**src/rtl/div_pkg.sv**
```systemverilog
// Shared types and helpers for the iterative divider: op codes, FSM states and
// op classification used by the RTL and the testbench.
package div_pkg;

    typedef enum logic [1:0] {
        DIV  = 2'd0,
        DIVU = 2'd1,
        REM  = 2'd2,
        REMU = 2'd3
    } div_op_t;

    typedef enum logic [1:0] {
        IDLE = 2'd0,
        CALC = 2'd1,
        FIX  = 2'd2,
        DONE = 2'd3
    } div_state_t;

    function automatic logic is_signed(div_op_t op);
        return (op == DIV) || (op == REM);
    endfunction

    function automatic logic is_rem(div_op_t op);
        return (op == REM) || (op == REMU);
    endfunction

endpackage

```
**src/rtl/iterative_divider_if.sv**
```systemverilog
// Request/response bundle of the iterative divider; the execute stage drives
// the master side, the divider implements the slave side.
interface iterative_divider_if #(
    parameter int WIDTH = 32
);
    import div_pkg::*;

    logic             flush;
    logic             start;
    div_op_t          op;
    logic [WIDTH-1:0] a;
    logic [WIDTH-1:0] b;
    logic             ready;
    logic             busy;
    logic             done;
    logic [WIDTH-1:0] quotient;
    logic [WIDTH-1:0] remainder;
    logic [WIDTH-1:0] result;

    modport master (
        output flush, start, op, a, b,
        input  ready, busy, done, quotient, remainder, result
    );

    modport slave (
        input  flush, start, op, a, b,
        output ready, busy, done, quotient, remainder, result
    );

endinterface

```
**src/rtl/div_step.sv**
```systemverilog
// One radix-2 restoring iteration: shift the next dividend bit into the partial
// remainder and subtract the divisor when it fits.
module div_step #(
    parameter int WIDTH = 32
) (
    input  logic [WIDTH-1:0] rem,
    input  logic             dvd_msb,
    input  logic [WIDTH-1:0] divisor,
    output logic [WIDTH-1:0] next_rem,
    output logic             q_bit
);

    logic [WIDTH:0] shifted;
    logic [WIDTH:0] diff;

    // The extra top bit of diff acts as the borrow: set means the divisor did not fit.
    assign shifted  = {rem, dvd_msb};
    assign diff     = shifted - {1'b0, divisor};
    assign q_bit    = ~diff[WIDTH];
    assign next_rem = q_bit ? diff[WIDTH-1:0] : shifted[WIDTH-1:0];

endmodule

```
**src/rtl/iterative_divider.sv**
```systemverilog
// Multi-cycle restoring divider for DIV/DIVU/REM/REMU: magnitudes are divided one
// bit per cycle, signs are restored in FIX, and results are registered on entering DONE.
module iterative_divider
    import div_pkg::*;
#(
    parameter int WIDTH = 32
) (
    input logic               clk,
    input logic               rst_n,
    iterative_divider_if.slave bus
);

    localparam int                CW       = $clog2(WIDTH);
    localparam logic [CW-1:0]     CNT_LAST = CW'(WIDTH - 1);
    localparam logic [WIDTH-1:0]  MOST_NEG = {1'b1, {(WIDTH-1){1'b0}}};

    div_state_t       state;
    logic [CW-1:0]    cnt;
    logic [WIDTH-1:0] rem;
    logic [WIDTH-1:0] dvd;
    logic [WIDTH-1:0] divisor;
    logic             neg_q;
    logic             neg_r;
    div_op_t          op_q;
    logic             ready_q;
    logic             busy_q;
    logic             done_q;
    logic [WIDTH-1:0] quot_q;
    logic [WIDTH-1:0] rem_out_q;
    logic [WIDTH-1:0] result_q;

    logic             accept;
    logic             signed_op;
    logic             a_neg;
    logic             b_neg;
    logic [WIDTH-1:0] a_mag;
    logic [WIDTH-1:0] b_mag;
    logic             div_by_zero;
    logic             overflow;
    logic             special;
    logic [WIDTH-1:0] special_q;
    logic [WIDTH-1:0] special_r;
    logic [WIDTH-1:0] step_rem;
    logic             step_q;
    logic [WIDTH-1:0] fix_q;
    logic [WIDTH-1:0] fix_r;

    assign accept      = bus.start && ready_q && !bus.flush;
    assign signed_op   = is_signed(bus.op);
    assign a_neg       = signed_op && bus.a[WIDTH-1];
    assign b_neg       = signed_op && bus.b[WIDTH-1];
    assign a_mag       = a_neg ? -bus.a : bus.a;
    assign b_mag       = b_neg ? -bus.b : bus.b;

    // Both special cases finish without iterating; divide-by-zero takes priority.
    assign div_by_zero = (bus.b == '0);
    assign overflow    = signed_op && (bus.a == MOST_NEG) && (bus.b == '1);
    assign special     = div_by_zero || overflow;
    assign special_q   = div_by_zero ? '1 : bus.a;
    assign special_r   = div_by_zero ? bus.a : '0;

    div_step #(.WIDTH(WIDTH)) u_step (
        .rem      (rem),
        .dvd_msb  (dvd[WIDTH-1]),
        .divisor  (divisor),
        .next_rem (step_rem),
        .q_bit    (step_q)
    );

    assign fix_q = neg_q ? -dvd : dvd;
    assign fix_r = neg_r ? -rem : rem;

    // NOTE: every register here, datapath included, sits behind the async reset so a
    // reset mid-division leaves no stale operands or results visible.
    always_ff @(posedge clk or negedge rst_n) begin
        if (!rst_n) begin
            state     <= IDLE;
            cnt       <= '0;
            rem       <= '0;
            dvd       <= '0;
            divisor   <= '0;
            neg_q     <= 1'b0;
            neg_r     <= 1'b0;
            op_q      <= DIV;
            ready_q   <= 1'b1;
            busy_q    <= 1'b0;
            done_q    <= 1'b0;
            quot_q    <= '0;
            rem_out_q <= '0;
            result_q  <= '0;
        end else begin
            // NOTE: non-blocking assignments throughout, so every branch below reads
            // the pre-edge register values regardless of statement order.
            done_q <= 1'b0;
            if (bus.flush) begin
                state   <= IDLE;
                ready_q <= 1'b1;
                busy_q  <= 1'b0;
            end else begin
                case (state)
                    IDLE, DONE: begin
                        if (accept) begin
                            op_q <= bus.op;
                            cnt  <= CNT_LAST;
                            rem  <= '0;
                            if (special) begin
                                state     <= DONE;
                                done_q    <= 1'b1;
                                ready_q   <= 1'b1;
                                busy_q    <= 1'b0;
                                quot_q    <= special_q;
                                rem_out_q <= special_r;
                                result_q  <= is_rem(bus.op) ? special_r : special_q;
                            end else begin
                                state   <= CALC;
                                ready_q <= 1'b0;
                                busy_q  <= 1'b1;
                                dvd     <= a_mag;
                                divisor <= b_mag;
                                neg_q   <= a_neg ^ b_neg;
                                neg_r   <= a_neg;
                            end
                        end else begin
                            state   <= IDLE;
                            ready_q <= 1'b1;
                            busy_q  <= 1'b0;
                        end
                    end
                    CALC: begin
                        // Quotient bits enter dvd from the bottom as dividend bits leave the top.
                        rem <= step_rem;
                        dvd <= {dvd[WIDTH-2:0], step_q};
                        if (cnt == '0) begin
                            state <= FIX;
                        end else begin
                            cnt <= cnt - CW'(1);
                        end
                    end
                    FIX: begin
                        state     <= DONE;
                        done_q    <= 1'b1;
                        ready_q   <= 1'b1;
                        busy_q    <= 1'b0;
                        quot_q    <= fix_q;
                        rem_out_q <= fix_r;
                        result_q  <= is_rem(op_q) ? fix_r : fix_q;
                    end
                    default: begin
                        state   <= IDLE;
                        ready_q <= 1'b1;
                        busy_q  <= 1'b0;
                    end
                endcase
            end
        end
    end

    assign bus.ready     = ready_q;
    assign bus.busy      = busy_q;
    assign bus.done      = done_q;
    assign bus.quotient  = quot_q;
    assign bus.remainder = rem_out_q;
    assign bus.result    = result_q;

endmodule

```
**src/flat_wrapper.sv**
```systemverilog
// flat-port wrapper written by rule: the top's interface ports become plain ports
module iterative_divider_flat import div_pkg::*;
#(
    parameter int WIDTH = 32
)
  (clk, rst_n, bus_flush, bus_start, bus_op, bus_a, bus_b, bus_ready, bus_busy, bus_done, bus_quotient, bus_remainder, bus_result);
  iterative_divider_if #(.WIDTH(WIDTH)) bus_i ();
  input logic clk;
  input logic rst_n;
  input wire logic [$bits(bus_i.flush)-1:0] bus_flush;
  input wire logic [$bits(bus_i.start)-1:0] bus_start;
  input wire logic [$bits(bus_i.op)-1:0] bus_op;
  input wire logic [$bits(bus_i.a)-1:0] bus_a;
  input wire logic [$bits(bus_i.b)-1:0] bus_b;
  output wire logic [$bits(bus_i.ready)-1:0] bus_ready;
  output wire logic [$bits(bus_i.busy)-1:0] bus_busy;
  output wire logic [$bits(bus_i.done)-1:0] bus_done;
  output wire logic [$bits(bus_i.quotient)-1:0] bus_quotient;
  output wire logic [$bits(bus_i.remainder)-1:0] bus_remainder;
  output wire logic [$bits(bus_i.result)-1:0] bus_result;
  assign bus_i.flush = bus_flush;
  assign bus_i.start = bus_start;
  assign bus_i.op = bus_op;
  assign bus_i.a = bus_a;
  assign bus_i.b = bus_b;
  assign bus_ready = bus_i.ready;
  assign bus_busy = bus_i.busy;
  assign bus_done = bus_i.done;
  assign bus_quotient = bus_i.quotient;
  assign bus_remainder = bus_i.remainder;
  assign bus_result = bus_i.result;
  iterative_divider #(.WIDTH(WIDTH)) u_core (.clk(clk), .rst_n(rst_n), .bus(bus_i));
endmodule
```
**config.mk**
```make
export PLATFORM = sky130hd
export DESIGN_NAME = iterative_divider_flat
export DESIGN_NICKNAME = d
export VERILOG_FILES = /design/src/rtl/div_pkg.sv /design/src/rtl/iterative_divider_if.sv /design/src/rtl/div_step.sv /design/src/rtl/iterative_divider.sv /design/src/flat_wrapper.sv
export SDC_FILE = /design/constraint.sdc
export NUM_CORES = 1
export LEC_CHECK = 0
export CAP_MARGIN = 20
export CORE_UTILIZATION = 25
export CTS_BUF_LIST = sky130_fd_sc_hd__clkbuf_16
export DETAILED_ROUTE_END_ITERATION = 16
export REMOVE_ABC_BUFFERS = 1
export SLEW_MARGIN = 20
export SYNTH_ARGS = -nofsm -noshare
export SYNTH_HDL_FRONTEND = slang
export SYNTH_SLANG_ARGS = --single-unit
```
**constraint.sdc**
```tcl
create_clock -name clk -period 6.9 [get_ports clk]
set_input_delay 1.38 -clock clk [delete_from_list [all_inputs] [get_ports clk]]
set_output_delay 1.38 -clock clk [all_outputs]
set_load 0.01 [all_outputs]
```
==> out/results.txt, run 1 <==
Non-Filler Instances: 2686
Area after DPL: 17000 um2
min cycle time layout: 4.41 ns
initial antenna violation count: 0
EDFF count, synth: 0
mean post-synth cell area: 8.09 um2
RSZ-0062 raised after global routing: false
setup bufs post-CTS: 0
Peak Freq: 0.227 GHz
Initial Util: 25.4%
Rel. slew slack: 29.8%
status: completed
DR WL/cell: 18.2 um
Yosys warning count: 0
largest area contributor in the netlist: dfrtp_1
largest net degree at the start of global routing: 172
global-route wire length before repair: 75700 um
vias post-DR: 13738
CTS root buf: clkbuf_16
I/O pin total: 169
CP Launch Type: primary input
Required @ worst endpoint: 7.37 ns
post-synthesis sequential area ratio: 34.8%
Total Die Area: 60000 um2
dpl ws: 1.97 ns
Synth Area in Compound Gates: 24.4%
Hold Buf Count CTS: 0
Tcrit/Tclk final: 64.0%
PwrDens: 343 nW/um2
gpl congestion: 0.829
Synth Area in Simple Gates: 20.6%
Arr. time, crit path: 4.88 ns
CTS clk-pin slew, worst paths: 0.06 ns
actual slew at the worst max-slew pin: 1.05 ns
Hold Vio Cnt, Final: 0
post-CTS resize count: 0
placed cell count: 2638
DR iter-0 viols: 1084
post-synth cell types: 86
largest family of logic cells by synthesized area: compound AO/OA/AOI/OAI gates
Buffers on Ports: 168
Die Span X: 245 um
Max-Cap Viols: 0
gr usage total: 15.9%
mux share of post-synthesis cell area: 2.98%
hold crit path type: flop to flop
TritonCTS clock tree: yes
Synth top cells by count: nand2_1 (268), dfrtp_1 (204), nor2_1 (151)
Synth Area in Adders: 3.61%
Clock Latency Late Sink: 0.56 ns
Synth Instances: 1825
H-tree depth: 1
top-count cell post-synth: nand2_1
flops & latches, synth: 205
DR pass1 iterations: 5
Static Leak: 7.22 nW
Slowest-stage cell, CP: or4_1
post-layout net count: 2013
share of cells above drive strength 1: 6.72%
crit-path max FO: 28
Max clock buf depth: 3
area grow syn2layout: 21.0%
Slew Viols, Final: 0
Max VDD drop: 0.191 mV
ys async rst share: 100%
Final Total Pwr: 6.12 mW
cell row count: 88
post-layout instance area: 17900 um2
Synth Flop Type: dfrtp_1
CTS sink cnt: 205
Setup Crit Path Kind: primary input to flop
CP endpoint kind: flop
# DRC: 0
Via density: 5.11
clock skew: 0.0163 ns
Cell Area, Synth: 14800 um2
core box area: 58000 um2
slowest stage delay, CP: 0.62 ns
Yosys top cell area share: 34.6%
final-report setup violation count: 0
largest cells by area after synthesis: dfrtp_1 (35%), nand2_1 (6.8%), a21oi_1 (4.9%)
remaining global-route overflow: 0
Post-DP HPWL: 36500 um
Die Height: 245 um
vias in the first global route: 12714
xor/xnor share of the synthesized area: 8.30%
Setup WS post-layout: 2.49 ns
critical-path cell list: clkdlybuf4s50_1 > or4_1 > nor3_1 > nand4_1 > o221ai_2 > or3_2 > buf_4 > nor2_1 > a21oi_1
# diodes: 0
Detailed Route WL: 48900 um
TritonCTS buffer count: 26
final antenna-violating net count: 0
-- cells in the final DEF, fill, tap and decap left out, drive strengths merged, types with 6 or more instances in the layout --
master	synthesis	layout
nor2b	9	9
o21a	10	10
nor2	154	154
o221ai	8	8
a22o	9	9
nand3	44	44
clkdlybuf4s50	0	167
or3	15	15
o31ai	43	43
xor2	71	71
nor4	12	12
a21o	17	17
clkinv	0	15
xnor2	68	68
a2111oi	6	6
nand2b	17	17
nand4	35	35
a21oi	146	146
and3	10	10
nor3	30	30
a211oi	30	30
o311ai	6	6
o21ai	179	179
nand2	269	269
inv	59	63
a31oi	11	11
buf	33	18
or4	22	22
o211ai	32	32
mux2	24	24
dfrtp	204	204
ha	41	41
and2	10	10
o41ai	16	16
clkbuf	105	27
mux2i	17	17
-- area by class of cell --
class / instances / area, um2
fill: 6077 / 40200
multi-input combinational: 1423 / 8880
sequential: 205 / 5130
timing repair buffer: 186 / 1830
tap: 765 / 957
clock buffer: 26 / 651
inverter: 59 / 221
clock inverter: 22 / 180
-- kinds of logic after synthesis --
| group | count (synthesis) |
|---|---|
| muxes | 41 |
| and+or+nand+nor | 644 |
| DFF | 205 |
| AOI/OAI and AO/OA | 557 |
| adders and majority gates | 42 |
| buffers and inverters | 197 |
| xor gates and xnor gates | 139 |
-- final timing paths --
kind                                            to               startpoint  cells past startpoint  slack [ns]
max                             u_core.divisor[17]                bus_a[20]                      9        2.49
min in group asynchronous  u_core.bus.remainder[9]                    rst_n                      1        0.85
min reg2reg                u_core.bus.remainder[9]  u_core.bus.remainder[9]                      1        0.48
max reg2reg                          u_core.rem[4]           u_core.dvd[31]                     12        2.81
min                        u_core.bus.remainder[9]  u_core.bus.remainder[9]                      1        0.48
max in group asynchronous    u_core.bus.result[11]                    rst_n                      2        4.68
-- state kept, by name, summed over array words and instances (netlist names) --
signal and count:
u_core.bus.busy 1, u_core.bus.done 1, u_core.bus.quotient 32, u_core.bus.ready 1
u_core.bus.remainder 32, u_core.bus.result 32, u_core.cnt 5, u_core.divisor 32
u_core.dvd 32, u_core.neg_q 1, u_core.neg_r 1, u_core.op_q 1
u_core.rem 32, u_core.state 2
-- worst max-delay path, delay by kind of cell --
kind	cells	cell delay, ns
simple gates	5	2.01
buf+inv	2	0.95
compound gates	2	0.51
-- where the power goes --
| part | total (mW) | switching, mW | internal [mW] |
|---|---|---|---|
| combinational | 2.80 | 1.64 | 1.15 |
| sequential | 1.97 | 0.389 | 1.59 |
| clock | 1.35 | 0.557 | 0.793 |
-- layer usage --
layer	up-vias	GRT usage [%]	share of wire [%]
met5	-	0	0
met4	0	3.36	1.7
met3	52	1.59	4.3
met2	350	25.2	45
met1	6649	23.2	49
li1	6687	-	-
-- per-stage QoR --
step / TNS (ns) / utilization [%] / hold slack, ns
3_5_place_dp: 0 / 29.3 / 0.470
3_3_place_gp: 0 / 29.3 / 0.466
2_1_floorplan: -3.01 / - / 0.449
6_report: 0 / 30.8 / 0.479
5_1_grt: 0 / 30.8 / 0.500
4_1_cts: 0 / 30.8 / 0.483
No activity file was read; power rests on OpenSTA's default activity.
==> run 2: changes to the inputs <==
Clock period 6.9 ns to 4.6 ns, I/O delays scaled along.
==> out/results.txt, run 2 (synthesis gave the netlist of run 1 again) <==
status: completed
CP Launch Type: primary input
RSZ-0062 raised after global routing: false
Post-DP HPWL: 37300 um
Setup Crit Path Kind: primary input to flop
CTS sink cnt: 205
Max VDD drop: 0.346 mV
Fillers: 6037
DR pass1 iterations: 7
# DRC: 0
post-layout net count: 2028
TritonCTS clock tree: yes
crit-path max FO: 171
Die Span X: 245 um
Peak Freq: 0.266 GHz
CTS root buf: clkbuf_16
area grow syn2layout: 22.3%
DR WL/cell: 18.4 um
Multi-input gate area: 8880 um2
most common cell after layout, fill and taps aside: nand2_1
vias post-DR: 13943
setup bufs post-CTS: 0
RR Endpoint: u_core.rem[8]
Required @ worst endpoint: 5.10 ns
sequential share of power: 31.9%
Buffers on Ports: 168
DR iter-0 viols: 1246
R2R cell count: 9
min cycle time layout: 3.76 ns
hold crit path type: primary input to asynchronous set/reset pin
CP startpoint: bus_a[20]
post-CTS resize count: 0
PwrDens: 513 nW/um2
# diodes: 0
Hold Buf Count CTS: 0
CP endpoint kind: flop
reg2reg start: u_core.rem[16]
Seq. cell area: 5130 um2
largest net degree at the start of global routing: 172
final antenna-violating net count: 0
H-tree depth: 1
global-route wire length before repair: 78100 um
dpl ws: 0.449 ns
Slew Viols, Final: 0
clock share of power: 22.5%
Total Die Area: 60000 um2
final-report setup violation count: 0
vias in the first global route: 13377
initial antenna violation count: 0
Switch Pwr: 3.89 mW
I/O pin total: 169
internal power: 5.38 mW
Comb pwr share: 45.6%
Max clock buf depth: 3
Via density: 5.16
Die Height: 245 um
commonest cells after routing, fill and taps aside: nand2_1 (268), dfrtp_1 (203), clkdlybuf4s50_1 (167)
Hold Vio Cnt, Final: 0
Clock Latency Late Sink: 0.56 ns
reg-to-reg slack, setup: 1.06 ns
gr usage total: 16.4%
Initial Util: 25.4%
cell row count: 88
share of cells above drive strength 1: 7.65%
post-route core utilization: 31.1%
remaining global-route overflow: 0
clock skew: 0.0261 ns
Arr. time, crit path: 4.26 ns
TritonCTS buffer count: 26
crit path capture: u_core.bus.result[21]
Max-Cap Viols: 0
actual slew at the worst max-slew pin: 1.02 ns
Setup WS post-layout: 0.841 ns
CTS clk-pin slew, worst paths: 0.06 ns
Rel. slew slack: 32.3%
core box area: 58000 um2
gpl congestion: 0.858
Sw Ratio: 42.0%
Static Leak: 7.30 nW
Detailed Route WL: 49700 um
Tcrit/Tclk final: 81.7%
run 2: cell count changes in the layout (fill, tap and decap cells not counted), sizes merged:
cell      before  now
buf           18   33
clkinv        15   10
bufinv         3    4
inv           63   62
clkinvlp       0    4
run 2: worst max-delay path: stages:
cell,delay [ns]
clkdlybuf4s50_1,0.59
or4_1,0.63
nor3_1,0.29
nand4_1,0.36
o221ai_2,0.38
o211ai_4,0.13
buf_12,0.31
nor2_2,0.34
a221o_1,0.20
run 2: through the flow:
step | instances | TNS (ns) | hold slack (ns) | cell area (um2) | total power, mW
final | 2700 | 0 | 0.479 | 18100 | 9.27
after floorplan | 1687 | -266.47 | 0.449 | 14200 | 5.46
after detailed placement | 2653 | 0 | 0.478 | 17200 | 7.20
after global placement | 2653 | 0 | 0.471 | 17200 | 7.12
after CTS | 2700 | 0 | 0.492 | 18100 | 9.33
after global routing | 2700 | 0 | 0.508 | 18100 | 9.92
run 2: how the worst min path moves through the flow:
stage                                         to  slack (ns)  depth (start not counted)
after CTS                 u_core.bus.quotient[9]        0.49                          2
after global routing       u_core.bus.result[22]        0.51                          2
final                      u_core.bus.result[10]        0.48                          1
after floorplan               u_core.divisor[31]        0.45                          2
after detailed placement  u_core.bus.quotient[9]        0.48                          2
after global placement        u_core.divisor[21]        0.47                          2
run 2: power by group through the flow:
| stage | Sequential (mW) | Clock [mW] | Combinational (mW) |
|---|---|---|---|
| 5_1_grt | 3.04 | 2.21 | 4.68 |
| 6_report | 2.96 | 2.08 | 4.23 |
| 3_5_place_dp | 2.98 | 0 | 4.22 |
| 3_3_place_gp | 2.96 | 0 | 4.16 |
| 4_1_cts | 2.95 | 2.13 | 4.25 |
| 2_1_floorplan | 2.94 | 0 | 2.51 |
run 2: layer usage:
layer  vias to the layer above  GRT usage, %  part of all wire, %  wire length [um]
met5                         -             0                    0                 0
met4                         0          3.71                  2.0              1010
met3                        60          1.61                  4.8              2390
met2                       440          26.6                   46             22700
met1                      6726          23.3                   47             23600
li1                       6717             -                    -                 -
run 2: layout make-up:
cell class / instances / share of cell area [%]
repair buffers: 201 / 11.1
clock buffers: 26 / 3.60
inverters: 59 / 1.23
clock inverters: 21 / 1.20
flip-flops and latches: 205 / 28.4
well taps: 765 / 5.30
multi-input cells: 1423 / 49.2
